--- config.mk ---
export PLATFORM = sky130hd
export DESIGN_NAME = acq_match_gen
export DESIGN_NICKNAME = d
export VERILOG_FILES = /design/src/rtl/acq_match_gen_pkg.sv /design/src/rtl/acq_match_gen.sv
export SDC_FILE = /design/constraint.sdc
export NUM_CORES = 2
export LEC_CHECK = 0
export ABC_CLOCK_PERIOD_IN_PS = 4300
export BUFFER_PORTS_ARGS = -buffer_cell sky130_fd_sc_hd__buf_4
export CAP_MARGIN = 20
export CORE_MARGIN = 4
export CORE_UTILIZATION = 60
export CTS_CLUSTER_DIAMETER = 120
export DETAILED_ROUTE_END_ITERATION = 6
export HOLD_SLACK_MARGIN = 0.1
export PLACE_DENSITY = 0.86
export RECOVER_POWER = 25
export SETUP_SLACK_MARGIN = 0.05
export SYNTH_ARGS = -nofsm -noshare
export SYNTH_HDL_FRONTEND = slang
export SYNTH_SLANG_ARGS = --single-unit
--- constraint.sdc ---
create_clock -name clk -period 4.3 [get_ports clk]
set_input_delay 0.43 -clock clk [delete_from_list [all_inputs] [get_ports clk]]
set_output_delay 0.43 -clock clk [all_outputs]
set_load 0.02 [all_outputs]
--- src/rtl/acq_match_gen_pkg.sv ---
// Shared acquisition-correlator constants and the front-end FSM state type.
package acq_match_gen_pkg;

    localparam int unsigned SEG_LEN  = 341;
    localparam int unsigned WORD_W   = 31;
    localparam int unsigned WORDS    = 11;
    localparam int unsigned TREE_LAT = 2;
    localparam int unsigned SUM_W    = 9;

    typedef enum logic [1:0] {
        IDLE,
        LOAD,
        FILL,
        RUN
    } acq_state_t;

endpackage

--- src/rtl/acq_match_gen.sv ---
// Correlator front end: code segment + sample sign shift register driving the
// external adder tree, and conversion of the tree count into a tagged signed value.
module acq_match_gen
    import acq_match_gen_pkg::*;
#(
    parameter int unsigned CORR_W = 10,
    parameter int unsigned IDX_W  = 16
) (
    input  logic               clk,
    input  logic               rst,
    input  logic               start,
    input  logic               abort,
    input  logic               code_wr,
    input  logic [WORD_W-1:0]  code_word,
    input  logic               sample_valid,
    input  logic               sample_sign,
    output logic [SEG_LEN-1:0] tree_in,
    input  logic [SUM_W-1:0]   tree_out,
    output logic               corr_valid,
    output logic [CORR_W-1:0]  corr_out,
    output logic [IDX_W-1:0]   corr_idx,
    output logic               busy
);

    acq_state_t         state, state_nxt;
    logic [3:0]         word_cnt;
    logic [8:0]         fill_cnt;
    logic [SEG_LEN-1:0] code_reg;
    logic [SEG_LEN-1:0] sample_sr;
    logic [SEG_LEN-1:0] sr_next;
    logic [TREE_LAT:0]  iss_pipe;
    logic [IDX_W-1:0]   idx_pipe [TREE_LAT+1];
    logic [IDX_W-1:0]   run_idx;
    logic [IDX_W-1:0]   iss_idx;
    logic               accept;
    logic               last_word;
    logic               fill_done;
    logic               issue;

    always_comb begin
        accept    = sample_valid && !abort && (state == FILL || state == RUN);
        last_word = code_wr && (state == LOAD) && (word_cnt == 4'(WORDS - 1));
        fill_done = accept && (state == FILL) && (fill_cnt == 9'(SEG_LEN - 1));
        issue     = accept && (state == RUN || fill_done);
        // The sample that completes the fill is the first RUN issue and takes index 0.
        iss_idx   = (state == RUN) ? run_idx : '0;
        sr_next   = {sample_sr[SEG_LEN-2:0], sample_sign};
    end

    always_ff @(posedge clk) begin
        if (rst) begin
            state <= IDLE;
        end else begin
            state <= state_nxt;
        end
    end

    always_comb begin
        state_nxt = state;
        busy      = (state != IDLE);
        if (abort) begin
            state_nxt = IDLE;
        end else begin
            case (state)
                IDLE:    if (start)     state_nxt = LOAD;
                LOAD:    if (last_word) state_nxt = FILL;
                FILL:    if (fill_done) state_nxt = RUN;
                RUN:     state_nxt = RUN;
                default: state_nxt = IDLE;
            endcase
        end
    end

    always_ff @(posedge clk) begin
        if (rst) begin
            word_cnt   <= '0;
            fill_cnt   <= '0;
            code_reg   <= '0;
            sample_sr  <= '0;
            tree_in    <= '0;
            iss_pipe   <= '0;
            run_idx    <= '0;
            corr_valid <= 1'b0;
            corr_out   <= '0;
            corr_idx   <= '0;
            for (int unsigned i = 0; i <= TREE_LAT; i++) begin
                idx_pipe[i] <= '0;
            end
        end else begin
            iss_pipe    <= abort ? '0 : {iss_pipe[TREE_LAT-1:0], issue};
            idx_pipe[0] <= iss_idx;
            for (int unsigned i = 1; i <= TREE_LAT; i++) begin
                idx_pipe[i] <= idx_pipe[i-1];
            end

            // tree_out lines up with the last pipeline stage; register it here.
            corr_valid <= iss_pipe[TREE_LAT] && !abort;
            if (iss_pipe[TREE_LAT] && !abort) begin
                corr_out <= CORR_W'({1'b0, tree_out, 1'b0}) - CORR_W'(SEG_LEN);
                corr_idx <= idx_pipe[TREE_LAT];
            end

            if (state == IDLE && start && !abort) begin
                word_cnt <= '0;
            end

            if (state == LOAD && code_wr && !abort) begin
                for (int unsigned k = 0; k < WORDS; k++) begin
                    if (word_cnt == 4'(k)) begin
                        code_reg[k*WORD_W +: WORD_W] <= code_word;
                    end
                end
                word_cnt <= word_cnt + 4'd1;
                if (last_word) begin
                    fill_cnt  <= '0;
                    sample_sr <= '0;
                end
            end

            if (accept) begin
                sample_sr <= sr_next;
                if (state == FILL) begin
                    fill_cnt <= fill_cnt + 9'd1;
                end
            end

            if (issue) begin
                tree_in <= ~(sr_next ^ code_reg);
                run_idx <= iss_idx + 1'b1;
            end
        end
    end

endmodule
-- Yosys cells after proc, flatten, opt, wreduce, memory -nomap -nowiden
Memories as Yosys holds them, arrays and structs flattened. A register that Yosys moved wholly into a read port is not among the register bits.
Cells that the tools add are included.
- memory bits (read-only): 0
- memories kept: 1
- bits in latches: 0
- bits of input ports: 47
- RAM bits: 48
- logic and storage cells: 101
- bits in registers: 1067
- output and inout bits: 369
- div/mod/pow operators: 0
- reductions and logical operators: 34
- shift operators: 0
- $mul: 0
- bitwise gates (word level): 5
- muxes and demuxes: 20
- add/sub/neg operators: 4
- order comparisons: 0
- eq/ne operators: 17
- memory list (memory ; words ; bits a word ; rd ports ; clocked after memory_dff ; wr ports ; RTL line ; RTL):
    idx_pipe ; 3 ; 16 ; 3 ; 1 ; 3 ; acq_match_gen.sv:32 ; logic [IDX_W-1:0] idx_pipe [TREE_LAT+1];
- operators by type and width (operator ; number):
    two-way mux 340 bit ; 3
    inverter 341 bit ; 1
    bitwise XOR 341 bit ; 1
    two-way mux 16 bit ; 4
    two-way mux 9 bit ; 4
    AND reduction 2 bit ; 12
    adder 16 x 1 -> 16 bit (second input constant) ; 1
    equality test 4 x 3 -> 1 bit (second input constant) ; 4
    equality test 4 bit (second input constant) ; 3
    logical AND 1 bit ; 11
    subtractor 10 x 9 -> 10 bit (second input constant) ; 1
    adder 9 x 1 -> 9 bit (second input constant) ; 1
    equality test 9 bit (second input constant) ; 1
    equality test 4 x 2 -> 1 bit (second input constant) ; 2
    two-way mux 4 bit ; 2
    one-hot mux 2 bit (4 select lines) ; 1
    nonzero test 2 bit ; 4
    two-way mux 2 bit ; 3
    != test 2 bit (second input constant) ; 3
    adder 4 x 1 -> 4 bit (second input constant) ; 1
    equality test 2 bit (second input constant) ; 2
    equality test 4 x 1 -> 1 bit (second input constant) ; 1
    logical NOT 4 bit ; 1
    two-way mux 1 bit ; 3
    other kinds (7) ; 10

-- Depth between registers and ports, before layout
- depth after elaboration: 7
- gate-level depth with buffers: 10

-- Least setup slack after synthesis
No wires, ideal clock.
- path kind: flip-flop to flip-flop
- start: register word_cnt[0]
- end: register sample_sr[239]
- stages on the path, launching flop included: 10
- data required time: 4.172 ns
- clock period less this slack: 1.942 ns
- data arrival time: 1.814 ns
- path slack: 2.358 ns
- cells stage by stage: dfxtp_1 -> inv_1 -> ha_1 -> nand2_1 -> nor4_4 -> nor2_1 -> clkbuf_1 -> buf_2 -> a22oi_1 -> nor2_1
- longest elaborated chain between the ends: 4
- RTL lines (what ; RTL line ; RTL):
    start, declared ; acq_match_gen.sv:26 ; logic [3:0] word_cnt;
    start signal, assigned ; acq_match_gen.sv:113 ; word_cnt <= word_cnt + 4'd1;
    equality test 4 bit ; acq_match_gen.sv:42 ; last_word = code_wr && (state == LOAD) && (word_cnt == 4'(WORDS - 1));
    logical AND 1 bit ; acq_match_gen.sv:42 ;
    nonzero test 2 bit (no source line) ; -- ;
    AND reduction 2 bit (no source line) ; -- ;
    end signal, assigned ; acq_match_gen.sv:121 ; sample_sr <= sr_next;
    end, declared ; acq_match_gen.sv:29 ; logic [SEG_LEN-1:0] sample_sr;
Every way passes these cells.
A chain may end at the register's enable or synchronous reset.

-- Final worst setup path
- start: input abort
- end: register sample_sr[91]
- longest elaborated chain between the ends: 5
- elaborated cells on any way between the ends: 8
- classes of those cells: mux: 1; reduce/logical: 7
- RTL lines (what ; RTL line ; RTL):
    start, declared ; acq_match_gen.sv:12 ; input logic abort,
    logical NOT 1 bit * ; acq_match_gen.sv:41, acq_match_gen.sv:107 ;
    logical AND 1 bit (2 in series) ; acq_match_gen.sv:41 ; accept = sample_valid && !abort && (state == FILL || state == RUN);
    nonzero test 2 bit (no source line) ; -- ;
    AND reduction 2 bit (no source line) ; -- ;
Every way passes the cells marked *; elsewhere a longest branch is shown, timed or not.

==> summary.json <==
{
  "timing": {
    "grt_setup_unrepaired": "no",
    "timing.slew.headroom_pct": 21.08,
    "achievable-frequency_ghz": 0.2851,
    "timing.final.max_slew_violations": 0,
    "timing.clock.skew_ps": 27.56,
    "setup_total_negative_slack_ps": 0,
    "max_slew.worst_pin.slew_ps": 1184,
    "finalWorstPathRequiredPeriod_ps": 3507,
    "setup_viol": 0,
    "timing.final.hold_violations": 0,
    "finalCritPeriodShare_pct": 81.56
  },
  "logic_synthesis": {
    "synth-edff-count": 0,
    "syn-mean-instance-area_sq_um": 8.447,
    "netlist_area_sq_um": 41620,
    "syn_nets": 4983,
    "synthesis.instances": 4928,
    "yosysWarningCount": 0,
    "synth_ff_type": "sky130_fd_sc_hd__dfxtp_1",
    "synth_top_area_share_pct": 54.39,
    "yosys.cell_types.count": 52,
    "yosysSeqAreaShare_pct": 54.39,
    "most_area_hungry_cell_type_in_the_yosys_netlist": "sky130_fd_sc_hd__dfxtp_1",
    "synthTopCellsByArea": "sky130_fd_sc_hd__dfxtp_1 54%, sky130_fd_sc_hd__nand2_1 13%, sky130_fd_sc_hd__a21oi_1 8.6%, sky130_fd_sc_hd__xnor2_1 7.3%, sky130_fd_sc_hd__a22oi_1 6.2%",
    "postSynthRegisterBits": 1131,
    "ys_async_sr_fraction_pct": 0
  },
  "worst_hold_path": {
    "min_path_type": "in -> reg"
  },
  "setup_path": {
    "cp_arrival_ps": 4080,
    "crit_type": "in -> reg",
    "cpMostUsedCell": "sky130_fd_sc_hd__buf_4",
    "critical-path-slowest-cell": "sky130_fd_sc_hd__buf_4",
    "critical_path.max_fanout": 99,
    "crit_required_ps": 4870,
    "timing.critical_path.from_type": "primary input",
    "worstPathCellList": "dlygate4sd3_1 > clkbuf_1 > and3b_4 > buf_4 > buf_4 > a22oi_1 > nor2_1",
    "crit_path_end_kind": "register",
    "path_delay_family": "buffers and inverters",
    "cp.buffers_inverters": 4,
    "worst_path_largest_cell_delay_ps": 920
  },
  "pwr": {
    "ir_worst_vdd_v": 0.0003403,
    "total_leakage_power_uw": 0.01510,
    "cell_pwr_density_nw_per_um2": 434.2
  },
  "floorplan": {
    "fp.dieH_um": 271.4,
    "core_region_area_sq_um": 68710,
    "floorplan.io_pins": 416,
    "std_cell_rows": 96,
    "dieArea_sq_um": 73650,
    "die_outline_width_um": 271.4,
    "floorplan.initialDensity_pct": 60.58
  },
  "finish": {
    "layout.nets": 5167,
    "layout-drive-gt1-share_pct": 6.133,
    "layout_commonest_cell": "sky130_fd_sc_hd__nand2_1",
    "layout.cells.most_common_list": "1436 x sky130_fd_sc_hd__nand2_1, 1131 x sky130_fd_sc_hd__dfxtp_1, 715 x sky130_fd_sc_hd__a21oi_1",
    "area_growth_pct": 13.80,
    "filler_cell_count": 5433,
    "final_area_sq_um": 47370
  },
  "clocking": {
    "htreeDepth": 3,
    "cts_root_buf": "sky130_fd_sc_hd__clkbuf_16",
    "post_cts_resized": 0,
    "cts.path.max_buffers": 3,
    "cts.sinks": 1131,
    "post_cts_buffers": 0,
    "cts_buffers": 106,
    "tritoncts_clock_tree": "done",
    "clock_latency_ps": 670,
    "clk_pin_slew_ps": 60
  },
  "grt": {
    "grt_overflow_total": 0,
    "grt_antenna_before_repair": 6,
    "gr-usage-all-layers_pct": 31.15,
    "grt_pass1_vias": 33160,
    "wire_length_of_the_first_global_routing_pass_um": 184800,
    "grt_max_degree": 228
  },
  "route": {
    "drt-wirelength-per-cell_um": 19.66,
    "routed_wl_um": 120600,
    "drt_drc_violations_left": 0,
    "route.detailed.vias_per_inst": 5.818,
    "ant_nets": 0,
    "via_count": 35690,
    "drt_iter0_markers": 4249,
    "drtPass1Iterations": 7
  },
  "placed_design": {
    "globalplace.congestion": 0.8336,
    "port_buffers": 415,
    "placed_cell_area_sq_um": 44710,
    "post-dp-hpwl_um": 70260
  },
  "run": {
    "max_cap_viol_count": 0
  },
  "run_status": {
    "run_status": "complete, no violations"
  }
}
==> cells in the mapped netlist (7+ instances only) <==
library cell / instances
sky130_fd_sc_hd__buf_2: 122
sky130_fd_sc_hd__ha_1: 8
sky130_fd_sc_hd__nand4_1: 8
sky130_fd_sc_hd__xnor2_1: 348
sky130_fd_sc_hd__nor2b_1: 38
sky130_fd_sc_hd__o21ai_0: 9
sky130_fd_sc_hd__buf_1: 7
sky130_fd_sc_hd__and2_1: 9
sky130_fd_sc_hd__nand2_1: 1436
sky130_fd_sc_hd__nor3_1: 11
sky130_fd_sc_hd__a21oi_1: 715
sky130_fd_sc_hd__nor2_1: 362
sky130_fd_sc_hd__buf_4: 12
sky130_fd_sc_hd__dfxtp_1: 1131
sky130_fd_sc_hd__a22oi_1: 341
sky130_fd_sc_hd__nand3_1: 15
sky130_fd_sc_hd__clkbuf_1: 257
sky130_fd_sc_hd__inv_1: 7
sky130_fd_sc_hd__and3_1: 25
==> report_power, final <==
part | internal, uW | switching (uW) | total, uW
clock | 5590 | 4060 | 9650
combinational | 66.9 | 368 | 435
sequential | 10500 | 5.19 | 10500
==> layout make-up <==
class	instances	area, sq um	area share, %
Antenna cell	3	7.507	0.01585
Inverter	7	26.28	0.05547
Sequential cell	1131	22640	47.80
Timing Repair Buffer	474	2620	5.531
Tap cell	931	1165	2.459
Multi-Input combinational cell	3392	17290	36.50
Clock buffer	156	3132	6.612
Clock inverter	41	484.2	1.022
==> cells by family after synthesis <==
group	Yosys count	synth area share, %
xor gates and xnor gates	353	7.428
DFF	1131	54.39
adders and majority gates	8	0.2405
and+or+nand+nor	1934	18.33
muxes	4	0.1022
buffers and inverters	405	4.127
AOI/OAI and AO/OA	1093	15.38
==> tightest hold or removal path: stages <==
cell	delay [ps]
sky130_fd_sc_hd__buf_4	220
sky130_fd_sc_hd__nand2_1	100
sky130_fd_sc_hd__a21oi_1	60
==> through the flow <==
step | instances | setup slack, ps | utilization [%] | power (uW) | hold slack (ps)
finish | 6135 | 793.0 | 68.94 | 20570 | 191.9
global route | 6134 | 665.9 | 68.94 | 21070 | 174.9
CTS | 6125 | 1107 | 70.47 | 20620 | 122.4
detailed placement | 5919 | 1092 | 65.07 | 11130 | 422.0
global placement | 5919 | 1151 | 65.07 | 11140 | 407.4
floorplan | 4928 | 2358 | - | 10930 | 405.7
==> what timing repair did <==
action                                  4_1_cts  5_1_grt
endpoints found under the hold margin        10        0
endpoints found under the setup margin        0        0
hold buffers                                  9        0
==> layer usage <==
metal,vias to the layer above,share of wire [%],track usage (%)
met4,4,5.8,16.29
met3,391,9.3,5.383
met2,1812,45,48.63
met1,16940,40,41.72
met5,-,0.015,0
li1,16550,-,-
==> final timing paths <==
check | slack, ps | start | cells past startpoint | to
min | 190 | code_word[3] | 3 | code_reg[313]
max reg2reg | 990 | word_cnt[0] | 8 | sample_sr[60]
min reg2reg | 420 | idx_pipe[2][11] | 2 | corr_idx[11]
max | 790 | abort | 7 | sample_sr[91]
(Power assumes the default switching activity.)
